==> config.mk <==
export PLATFORM = sky130hd
export DESIGN_NAME = instr_sequencer
export DESIGN_NICKNAME = d
export VERILOG_FILES = /design/src/rtl/instr_seq_pkg.sv /design/src/rtl/instr_sequencer_op_decode.sv /design/src/rtl/instr_sequencer.sv
export SDC_FILE = /design/constraint.sdc
export NUM_CORES = 1
export LEC_CHECK = 0
export CAP_MARGIN = 20
export CORE_MARGIN = 2
export CORE_UTILIZATION = 33
export CTS_CLUSTER_DIAMETER = 80
export DETAILED_ROUTE_END_ITERATION = 7
export GPL_ROUTABILITY_DRIVEN = 1
export PLACE_DENSITY = 0.58
export RECOVER_POWER = 25
export SKIP_LAST_GASP = 1
export SYNTH_ARGS = -nofsm -noshare
export SYNTH_HDL_FRONTEND = slang
export SYNTH_SLANG_ARGS = --single-unit
==> constraint.sdc <==
create_clock -name clk -period 2.2 [get_ports clk]
set_input_delay 0.33 -clock clk [delete_from_list [all_inputs] [get_ports clk]]
set_output_delay 0.33 -clock clk [all_outputs]
set_load 0.005 [all_outputs]
==> src/rtl/instr_seq_pkg.sv <==
// Shared types for the instruction sequencer: opcodes, FSM states, ALU codes
// and the decoded control word passed from op_decode to the FSM.
package instr_seq_pkg;

    // Control-word fields are sized generously and narrowed at the use site,
    // so a single package type serves every parameterisation.
    localparam int IDX_W_MAX = 8;
    localparam int ALU_W_MAX = 8;

    typedef enum logic [7:0] {
        OP_NOP     = 8'd0,
        OP_LOAD    = 8'd1,
        OP_MOV     = 8'd2,
        OP_ADD     = 8'd3,
        OP_READOUT = 8'd4,
        OP_SUB     = 8'd5,
        OP_AND     = 8'd6,
        OP_OR      = 8'd7
    } opcode_e;

    typedef enum logic [2:0] {
        ST_IDLE,
        ST_DECODE,
        ST_EXECUTE,
        ST_WRITEBACK,
        ST_READOUT
    } state_e;

    localparam logic [2:0] ALU_ADD  = 3'b000;
    localparam logic [2:0] ALU_SUB  = 3'b001;
    localparam logic [2:0] ALU_AND  = 3'b010;
    localparam logic [2:0] ALU_OR   = 3'b011;
    localparam logic [2:0] ALU_PASS = 3'b100;

    typedef struct packed {
        logic [IDX_W_MAX-1:0] rs1_sel;
        logic [IDX_W_MAX-1:0] rs2_sel;
        logic [ALU_W_MAX-1:0] alu_op;
        logic                 wb_sel;
        logic                 writes_rd;
        logic                 is_readout;
        logic                 is_nop;
        logic                 illegal;
    } ctrl_t;

endpackage

==> src/rtl/instr_sequencer_op_decode.sv <==
// Combinational opcode classifier: maps an opcode and source indices to the
// control word consumed by the sequencer FSM.
module op_decode
    import instr_seq_pkg::*;
#(
    parameter int OPCODE_W = 6,
    parameter int ALU_OP_W = 3
) (
    input  logic [OPCODE_W-1:0]  opcode,
    input  logic [IDX_W_MAX-1:0] rs1,
    input  logic [IDX_W_MAX-1:0] rs2,
    output ctrl_t                ctrl
);

    function automatic logic [ALU_W_MAX-1:0] alu_code(input logic [2:0] code);
        return ALU_W_MAX'(ALU_OP_W'(code));
    endfunction

    always_comb begin
        // NOTE: every field gets a default before the case so no path leaves
        // a field unassigned, which would otherwise infer a latch.
        ctrl            = '0;
        ctrl.rs1_sel    = rs1;
        ctrl.rs2_sel    = rs2;
        case (opcode)
            OPCODE_W'(OP_NOP):     ctrl.is_nop = 1'b1;
            OPCODE_W'(OP_LOAD):    begin ctrl.writes_rd = 1'b1; ctrl.wb_sel = 1'b1; end
            OPCODE_W'(OP_MOV):     begin ctrl.writes_rd = 1'b1; ctrl.alu_op = alu_code(ALU_PASS); end
            OPCODE_W'(OP_ADD):     begin ctrl.writes_rd = 1'b1; ctrl.alu_op = alu_code(ALU_ADD); end
            OPCODE_W'(OP_READOUT): ctrl.is_readout = 1'b1;
            OPCODE_W'(OP_SUB):     begin ctrl.writes_rd = 1'b1; ctrl.alu_op = alu_code(ALU_SUB); end
            OPCODE_W'(OP_AND):     begin ctrl.writes_rd = 1'b1; ctrl.alu_op = alu_code(ALU_AND); end
            OPCODE_W'(OP_OR):      begin ctrl.writes_rd = 1'b1; ctrl.alu_op = alu_code(ALU_OR); end
            default:               ctrl.illegal = 1'b1;
        endcase
    end

endmodule

==> src/rtl/instr_sequencer.sv <==
// Multi-cycle handshaked sequencer driving register-file and ALU controls
// through DECODE/EXECUTE/WRITEBACK, with back-pressured READOUT.
module instr_sequencer
    import instr_seq_pkg::*;
#(
    parameter int OPCODE_W  = 6,
    parameter int NUM_REGS  = 4,
    parameter int REG_IDX_W = $clog2(NUM_REGS),
    parameter int ALU_OP_W  = 3,
    parameter int CNT_W     = 16,
    localparam int INSTR_W  = OPCODE_W + 3 * REG_IDX_W
) (
    input  logic                 clk,
    input  logic                 rst_n,
    input  logic                 instr_valid,
    output logic                 instr_ready,
    input  logic [INSTR_W-1:0]   instr,
    output logic [REG_IDX_W-1:0] rs1_sel,
    output logic [REG_IDX_W-1:0] rs2_sel,
    output logic [ALU_OP_W-1:0]  alu_op,
    output logic                 wb_sel,
    output logic [NUM_REGS-1:0]  reg_we,
    output logic                 out_valid,
    output logic [REG_IDX_W-1:0] out_sel,
    input  logic                 out_ready,
    output logic                 illegal_op,
    output logic                 busy,
    output logic [CNT_W-1:0]     retired_cnt
);

    state_e               state;
    logic [INSTR_W-1:0]   instr_q;
    logic [INSTR_W-1:0]   dec_word;
    logic [REG_IDX_W-1:0] dec_rd;
    logic [REG_IDX_W-1:0] q_rd;
    logic                 bad_op;
    ctrl_t                dec;

    // Outputs are registered, so IDLE decodes the incoming word to raise
    // illegal_op on the DECODE cycle; afterwards only the latched copy counts.
    assign dec_word = (state == ST_IDLE) ? instr : instr_q;
    assign dec_rd   = dec_word[3*REG_IDX_W-1 -: REG_IDX_W];
    assign q_rd     = instr_q[3*REG_IDX_W-1 -: REG_IDX_W];
    assign bad_op   = dec.illegal || ({1'b0, dec_rd} >= (REG_IDX_W+1)'(NUM_REGS));

    op_decode #(
        .OPCODE_W (OPCODE_W),
        .ALU_OP_W (ALU_OP_W)
    ) u_op_decode (
        .opcode (dec_word[INSTR_W-1 -: OPCODE_W]),
        .rs1    (IDX_W_MAX'(dec_word[2*REG_IDX_W-1 -: REG_IDX_W])),
        .rs2    (IDX_W_MAX'(dec_word[REG_IDX_W-1:0])),
        .ctrl   (dec)
    );

    // NOTE: all state below uses non-blocking assignments so every register
    // samples pre-edge values, independent of statement order.
    always_ff @(posedge clk or negedge rst_n) begin
        if (!rst_n) begin
            state       <= ST_IDLE;
            instr_q     <= '0;
            instr_ready <= 1'b1;
            busy        <= 1'b0;
            rs1_sel     <= '0;
            rs2_sel     <= '0;
            alu_op      <= '0;
            wb_sel      <= 1'b0;
            reg_we      <= '0;
            out_valid   <= 1'b0;
            out_sel     <= '0;
            illegal_op  <= 1'b0;
            retired_cnt <= '0;
        end else begin
            illegal_op <= 1'b0;
            case (state)
                ST_IDLE: begin
                    if (instr_valid) begin
                        instr_q     <= instr;
                        state       <= ST_DECODE;
                        instr_ready <= 1'b0;
                        busy        <= 1'b1;
                        illegal_op  <= bad_op;
                    end
                end
                ST_DECODE: begin
                    if (bad_op) begin
                        state       <= ST_IDLE;
                        instr_ready <= 1'b1;
                        busy        <= 1'b0;
                    end else if (dec.is_nop) begin
                        state       <= ST_IDLE;
                        instr_ready <= 1'b1;
                        busy        <= 1'b0;
                        retired_cnt <= retired_cnt + CNT_W'(1);
                    end else if (dec.is_readout) begin
                        state     <= ST_READOUT;
                        out_valid <= 1'b1;
                        out_sel   <= REG_IDX_W'(dec.rs1_sel);
                    end else if (dec.writes_rd) begin
                        state   <= ST_EXECUTE;
                        rs1_sel <= REG_IDX_W'(dec.rs1_sel);
                        rs2_sel <= REG_IDX_W'(dec.rs2_sel);
                        alu_op  <= ALU_OP_W'(dec.alu_op);
                        wb_sel  <= dec.wb_sel;
                    end else begin
                        state       <= ST_IDLE;
                        instr_ready <= 1'b1;
                        busy        <= 1'b0;
                    end
                end
                ST_EXECUTE: begin
                    state  <= ST_WRITEBACK;
                    reg_we <= NUM_REGS'(1) << q_rd;
                end
                ST_WRITEBACK: begin
                    state       <= ST_IDLE;
                    instr_ready <= 1'b1;
                    busy        <= 1'b0;
                    rs1_sel     <= '0;
                    rs2_sel     <= '0;
                    alu_op      <= '0;
                    wb_sel      <= 1'b0;
                    reg_we      <= '0;
                    retired_cnt <= retired_cnt + CNT_W'(1);
                end
                ST_READOUT: begin
                    if (out_ready) begin
                        state       <= ST_IDLE;
                        instr_ready <= 1'b1;
                        busy        <= 1'b0;
                        out_valid   <= 1'b0;
                        out_sel     <= '0;
                        retired_cnt <= retired_cnt + CNT_W'(1);
                    end
                end
                default: begin
                    state       <= ST_IDLE;
                    instr_ready <= 1'b1;
                    busy        <= 1'b0;
                end
            endcase
        end
    end

endmodule

[After elaboration in Yosys (flattened, before gate mapping)]
Index checks and enable logic that the tools add are counted.
Operators by class
  equal/unequal tests: 21
  reductions and logical operators: 14
  multiplexer cells: 64
  $add $sub $neg: 1
  bitwise logic cells: 1
  shift-type cells: 1
Operators with widths (count)
  $mux 16: 3
  $pmux 16 s3: 1
  $mux 3: 9
  $mux 1: 26
  $mux 2: 13
  $eq 6x3->1 const B: 4
  $pmux 3 s4: 2
  $add 16x1->16 const B: 1
  $ne 2x2->1 const B: 8
  $reduce_and 5->1: 3
  $eq 6x2->1 const B: 2
  $mux 12: 1
  $pmux 2 s2: 3
  $ne 4x4->1 const B: 2
  $pmux 1 s4: 2
  $pmux 4 s2: 1
  $reduce_or 8->1: 1
  $eq 3x2->1 const B: 2
  $eq 6x1->1 const B: 1
  $logic_not 6->1: 1
  $pmux 3 s2: 1
  $reduce_bool 2->1: 3
  $reduce_or 6->1: 1
  $pmux 1 s2: 2
  8 further kinds: 9
Storage, ports and cells
  logic and storage cells: 115
  input port bits: 16
  output and inout port bits: 34
  bits in registers: 49

[Longest topological paths before layout]
  word-level depth: 10
  mapped depth: 8
  gate-level depth less buffers: 5

[By module]
From an unflattened synthesis, not the netlist that was laid out.
Unflattened totals
  cell total of the unflattened synthesis: 238
  area, all modules: 2635.0 um^2
Modules (own cells, without submodules)
  instr_sequencer: cells each 205, area an instance 2389.8 um^2, sequential area each 1227.4 um^2, times used 1
  op_decode: cells each 33, area an instance 245.2 um^2, sequential area each 0.0 um^2, times used 1

[Worst setup path before layout]
Ideal clock, no wire load.
  path kind: register to register
  start point: reg state[1]
  end point: reg wb_sel
  slack: 0.354 ns
  data arrival time: 1.698 ns
  cell stages (with the launch flop): 9
  period minus slack after synthesis: 1.846 ns
  library setup time: 0.148 ns
  required time: 2.052 ns
  path buffers: 3
  cells stage by stage: dfrtp_1 buf_6 nor3_4 buf_6 nand4_1 a32oi_2 or2_0 buf_4 o221ai_1
Between the ends
  longest elaborated chain between the ends: 9
  elaborated cells on any way between the ends: 29
  classes of those cells: 13 x eq/ne; 10 x mux; 6 x reduce/logical
Ends and longest elaborated chain
  start, declared: line instr_sequencer.sv:31  | state_e state;
  start signal, assigned: line instr_sequencer.sv:60  | state <= ST_IDLE;
  start signal, assigned: line instr_sequencer.sv:79  | state <= ST_DECODE;
  start signal, assigned: line instr_sequencer.sv:87  | state <= ST_IDLE;
  $logic_not 3->1: line instr_sequencer.sv:41  | assign dec_word = (state == ST_IDLE) ? instr : instr_q;
  $mux 12: line instr_sequencer.sv:41
  $eq 6x1->1: line instr_sequencer_op_decode.sv:25  | case (opcode)
  $mux 1: line instr_sequencer_op_decode.sv:25
  $mux 1: line instr_sequencer.sv:99  | end else if (dec.writes_rd) begin
  $mux 1: line instr_sequencer.sv:95  | end else if (dec.is_readout) begin
  $mux 1: line instr_sequencer.sv:90  | end else if (dec.is_nop) begin
  $mux 1: line instr_sequencer.sv:86  | if (bad_op) begin
  $pmux 1 s2: line instr_sequencer.sv:75  | case (state)
  end signal, assigned: line instr_sequencer.sv:104  | wb_sel <= dec.wb_sel;
  end, declared: line instr_sequencer.sv:21  | output logic wb_sel,
Parallel ways exist; a longest one is shown, timed or not. The select of a mux whose other input is x is not followed.
A chain may end at the register's enable or synchronous reset.

[Worst setup path in the final report]
  start point: reg state[2]
  end point: reg out_sel[0]
Between the ends
  longest elaborated chain between the ends: 6
  elaborated cells on any way between the ends: 25
  classes of those cells: 13 x eq/ne; 7 x mux; 5 x reduce/logical
Ends and longest elaborated chain
  $logic_not 3->1: line instr_sequencer.sv:41
  $mux 12: line instr_sequencer.sv:41
  $eq 6x3->1, or another cell as far along: line instr_sequencer_op_decode.sv:25
  $reduce_or 8->1 (no line), or another cell as far along
  $ne 2x2->1 (no line) / $mux 2 (equally long branches)
  $reduce_and 5->1 (no line) / $pmux 2 s2 (equally long branches)
  end signal, assigned: line instr_sequencer.sv:98  | out_sel <= REG_IDX_W'(dec.rs1_sel);
  end, declared: line instr_sequencer.sv:24  | output logic [REG_IDX_W-1:0] out_sel,
Parallel ways exist; a longest one is shown, timed or not. The select of a mux whose other input is x is not followed.

==> metrics.md <==
| Metric | Value |
|---|---|
| Run status | `finished with violations` |
| Failing checks | `capacitance limit, slew limit` |
| Maximum number of pins on one net before global-route repair | `33` |
| Initial Util | `34.4%` |
| CP arrival | `2170 ps` |
| Number of placement rows | `31` |
| Fin crit period | `1990 ps` |
| Leading cell type in the layout, fill and taps excluded | `sky130_fd_sc_hd__nand2_1` |
| Cell type with the highest aggregate area in the netlist | `sky130_fd_sc_hd__dfrtp_1` |
| Power per cell area | `around 1100 nW/um2` |
| Data required time at the worst endpoint | `roughly 2400 ps` |
| Floorplan die width | `91.4 um` |
| First-pass GRT wire length | `between 9 and 10 mm` |
| H-tree depth reported by CTS | `2` |
| Share of layout cells above drive strength 1 | `11.8%` |
| Clock Tree Buf Depth | `2` |
| Library cell used as clock root buffer | `sky130_fd_sc_hd__clkbuf_8` |
| Crit. End Element | `register` |
| Biggest area contributors in the synthesized netlist | `sky130_fd_sc_hd__dfrtp_1 (48%), sky130_fd_sc_hd__nand2_1 (8.0%), sky130_fd_sc_hd__xnor2_1 (5.2%)` |
| Number of port buffers | `49` |
| Number of fill cells in the layout | `just under 700` |
| Detailed-route wire length | `5.69 mm` |
| Commonest cells after routing, fill and taps aside | `sky130_fd_sc_hd__nand2_1 (54), sky130_fd_sc_hd__dfrtp_1 (48), sky130_fd_sc_hd__clkdlybuf4s50_1 (48)` |
| Post-detailed-route count of antenna-violating nets | `0` |
| Setup_tns | `0 ps` |
| Number of storage elements in the synthesis netlist | `between 40 and 50` |
| Max-cap violations | `1` |
| Area of the die | `roughly 8400 um2` |
| Placer congestion estimate | `between 0.8 and 0.9` |
| Y dimension of the die | `91.4 um` |
| Largest stage delay, worst path | `510 ps` |
| Number of remaining DRC errors | `0` |
| Yosys warning total | `0` |
| Clock-pin transition on the worst setup and hold timing paths | `around 100 ps` |
| Worst-Skew Late Latency | `between 300 and 400 ps` |
| Transition time of the tightest slew-check pin | `1620 ps` |
| Initial antenna violation count | `0` |
| Main synth FF type | `sky130_fd_sc_hd__dfrtp_1` |
| Cell chain of the critical path | `or3_4, nor4_1, o211ai_1, a21o_1, o2bb2ai_1` |
| Clock Sink Count | `~50` |
| Number of failing hold endpoints at the final stage | `0` |
| Share of flip-flops with an asynchronous set or reset after synthesis | `100%` |
| Number of enable flip-flop cells after synthesis | `0` |
| All-Layer GR Usage | `between 10 and 15%` |
| Initial drt markers | `72` |
| Worst min path class | `in -> async` |
| Final Net Count | `329` |
| Top fanout value on the critical path | `11` |
| Layout-stage area growth over the synthesis result | `29.3%` |
| Leftover overflow at the end of global routing | `0` |
| Post-Syn Area | `roughly 2500 um2` |
| Number of different library cells in the post-synthesis netlist | `52` |
| Layout Utilization | `about 44%` |
| Setup slack on the worst flop-to-flop path | `210 ps` |
| Maximum clock frequency | `504 MHz` |
| Via density per instance | `roughly 4.9` |
| Portion of synthesized cell area occupied by the leading cell type | `a little under half` |
| Setup violation total in the final timing report | `0` |
| Floorplan core area | `about 7300 um2` |
| Start-to-end type of the worst setup path | `reg -> reg` |
| Portion of the post-synthesis area used by sequential elements | `approximately half` |
| Headroom to the max-slew limit | `-8.15%` |
| I/O pin count | `50` |
| Syn nets | `around 270` |
| Mapped Avg Cell Area | `9.93 um2` |
| Critical-path top delay cell | `sky130_fd_sc_hd__dfrtp_1` |
| Startpoint class of the critical path | `register` |
| Max rail drop VDD | `504 uV` |
| Inserted Diodes | `0` |
| Unrepaired setup endpoints after global routing | `no` |
| Mapped Cells | `about 250` |
| Clock Skews | `9.24 ps` |
| Clock tree from TritonCTS | `yes` |
| Period Utilization, post-route | `90.2%` |
| Routed wirelength normalized by instance count | `13.8 um` |
| Via count of the first global-routing pass | `1903` |
| Placed wire-length estimate after detailed placement | `4.29 mm` |
| # hold bufs at CTS | `0` |
| Number of buffers added by the clock tree synthesis step | `5` |
| Vias | `roughly 2000` |
| Total iterations of the first detailed-routing run | `4` |
| Final slew viol count | `33` |
| Leakage power | `between 1 and 1.5 nW` |
| Total area of multi-input combinational cells | `1190 um2` |
| Flip-flop and latch area | `1230 um2` |
[sequential cells by signal (all words and copies together) (netlist names), 2 cells and up]
signal,count
alu_op,3
state,3
instr_q,12
out_sel,2
retired_cnt,16
rs1_sel,2
reg_we,4
rs2_sel,2
[cells by family (layout without fill, tap and decap cells)]
| logic type | count (synthesis) | in the layout | share of synthesized area, % |
|---|---|---|---|
| muxes | 5 | 5 | 2.03 |
| xor gates and xnor gates | 15 | 15 | 5.21 |
| adders and majority gates | 1 | 1 | 0.496 |
| DFF | 49 | 49 | 48.7 |
| and+or+nand+nor | 108 | 108 | 21.8 |
| AOI/OAI and AO/OA | 55 | 55 | 17.4 |
| buffers and inverters | 21 | 80 | 4.41 |
[Yosys cell counts (all sizes together) (2+ instances only)]
library cell / count
dfrtp: 48
nand2: 54
nand4: 3
buf: 8
nor3b: 2
o211ai: 9
inv: 6
nor4: 2
nand3: 3
a22o: 2
xnor2: 15
o311ai: 4
mux2i: 4
a32oi: 2
o2bb2ai: 2
nand4b: 2
a211oi: 2
o21a: 2
nor2: 12
nor3: 8
and4: 3
nor2b: 2
and3: 5
and2: 5
o2111ai: 7
a21oi: 3
nand2b: 3
o21ai: 17
clkbuf: 7
[layer usage]
| metal | share of wire, % | up-vias | global-route usage [%] |
|---|---|---|---|
| met5 | 0 | - | 0 |
| met4 | 1.8 | 0 | 5.43 |
| met3 | 4.8 | 10 | 3.15 |
| met2 | 45 | 52 | 20.4 |
| met1 | 48 | 921 | 20.1 |
| li1 | - | 1021 | - |
[critical path, delay by kind of cell (launching register included)]
family	cells	cell delay [ps]
DFF	1	510
and+or+nand+nor	2	720
AOI/OAI and AO/OA	3	630
[power by group]
part / switching, mW / internal [mW]
Clock: 0.321 / 0.224
Combinational: 0.743 / 0.797
Sequential: 0.275 / 1.21
Total: 1.34 / 2.23
[area by class of cell]
| cell class | instances | area share (%) |
|---|---|---|
| sequential | 49 | 37.6 |
| multi-input combinational | 184 | 36.4 |
| timing repair buffer | 66 | 18.6 |
| tap | 99 | 3.80 |
| clock buffer | 5 | 2.11 |
| clock inverter | 3 | 0.690 |
| inverter | 6 | 0.690 |
[worst paths after layout]
check | start | cells after the start | endpoint
worst max-delay path | state[2] | 5 | out_sel[0]
worst min-delay path | rst_n | 1 | retired_cnt[12]
worst max register to register | state[2] | 5 | out_sel[0]
worst min register to register | retired_cnt[15] | 1 | retired_cnt[15]
max in group asynchronous | rst_n | 2 | instr_q[2]
min in group clk | retired_cnt[15] | 1 | retired_cnt[15]
[per-stage QoR]
stage | instance area, um2 | cells | worst slack, ps | power (mW) | hold slack [ps]
floorplan | 2520 | 254 | 354 | 2.38 | 34.4
global placement | 3170 | 404 | 104 | 3.04 | 422
detailed placement | 3170 | 404 | 72.0 | 3.06 | 412
CTS | 3260 | 412 | 92.6 | 3.60 | 72.7
global route | 3260 | 412 | 35.0 | 3.85 | 504
finish | 3260 | 412 | 215 | 3.57 | 417
[repair_timing]
action / 4_1_cts / 5_1_grt
buffers inserted: 0 / 0
gates resized for setup: 0 / 1
endpoints found under the setup margin: 0 / 13
Note: power is estimated with default switching activity, not from simulation.
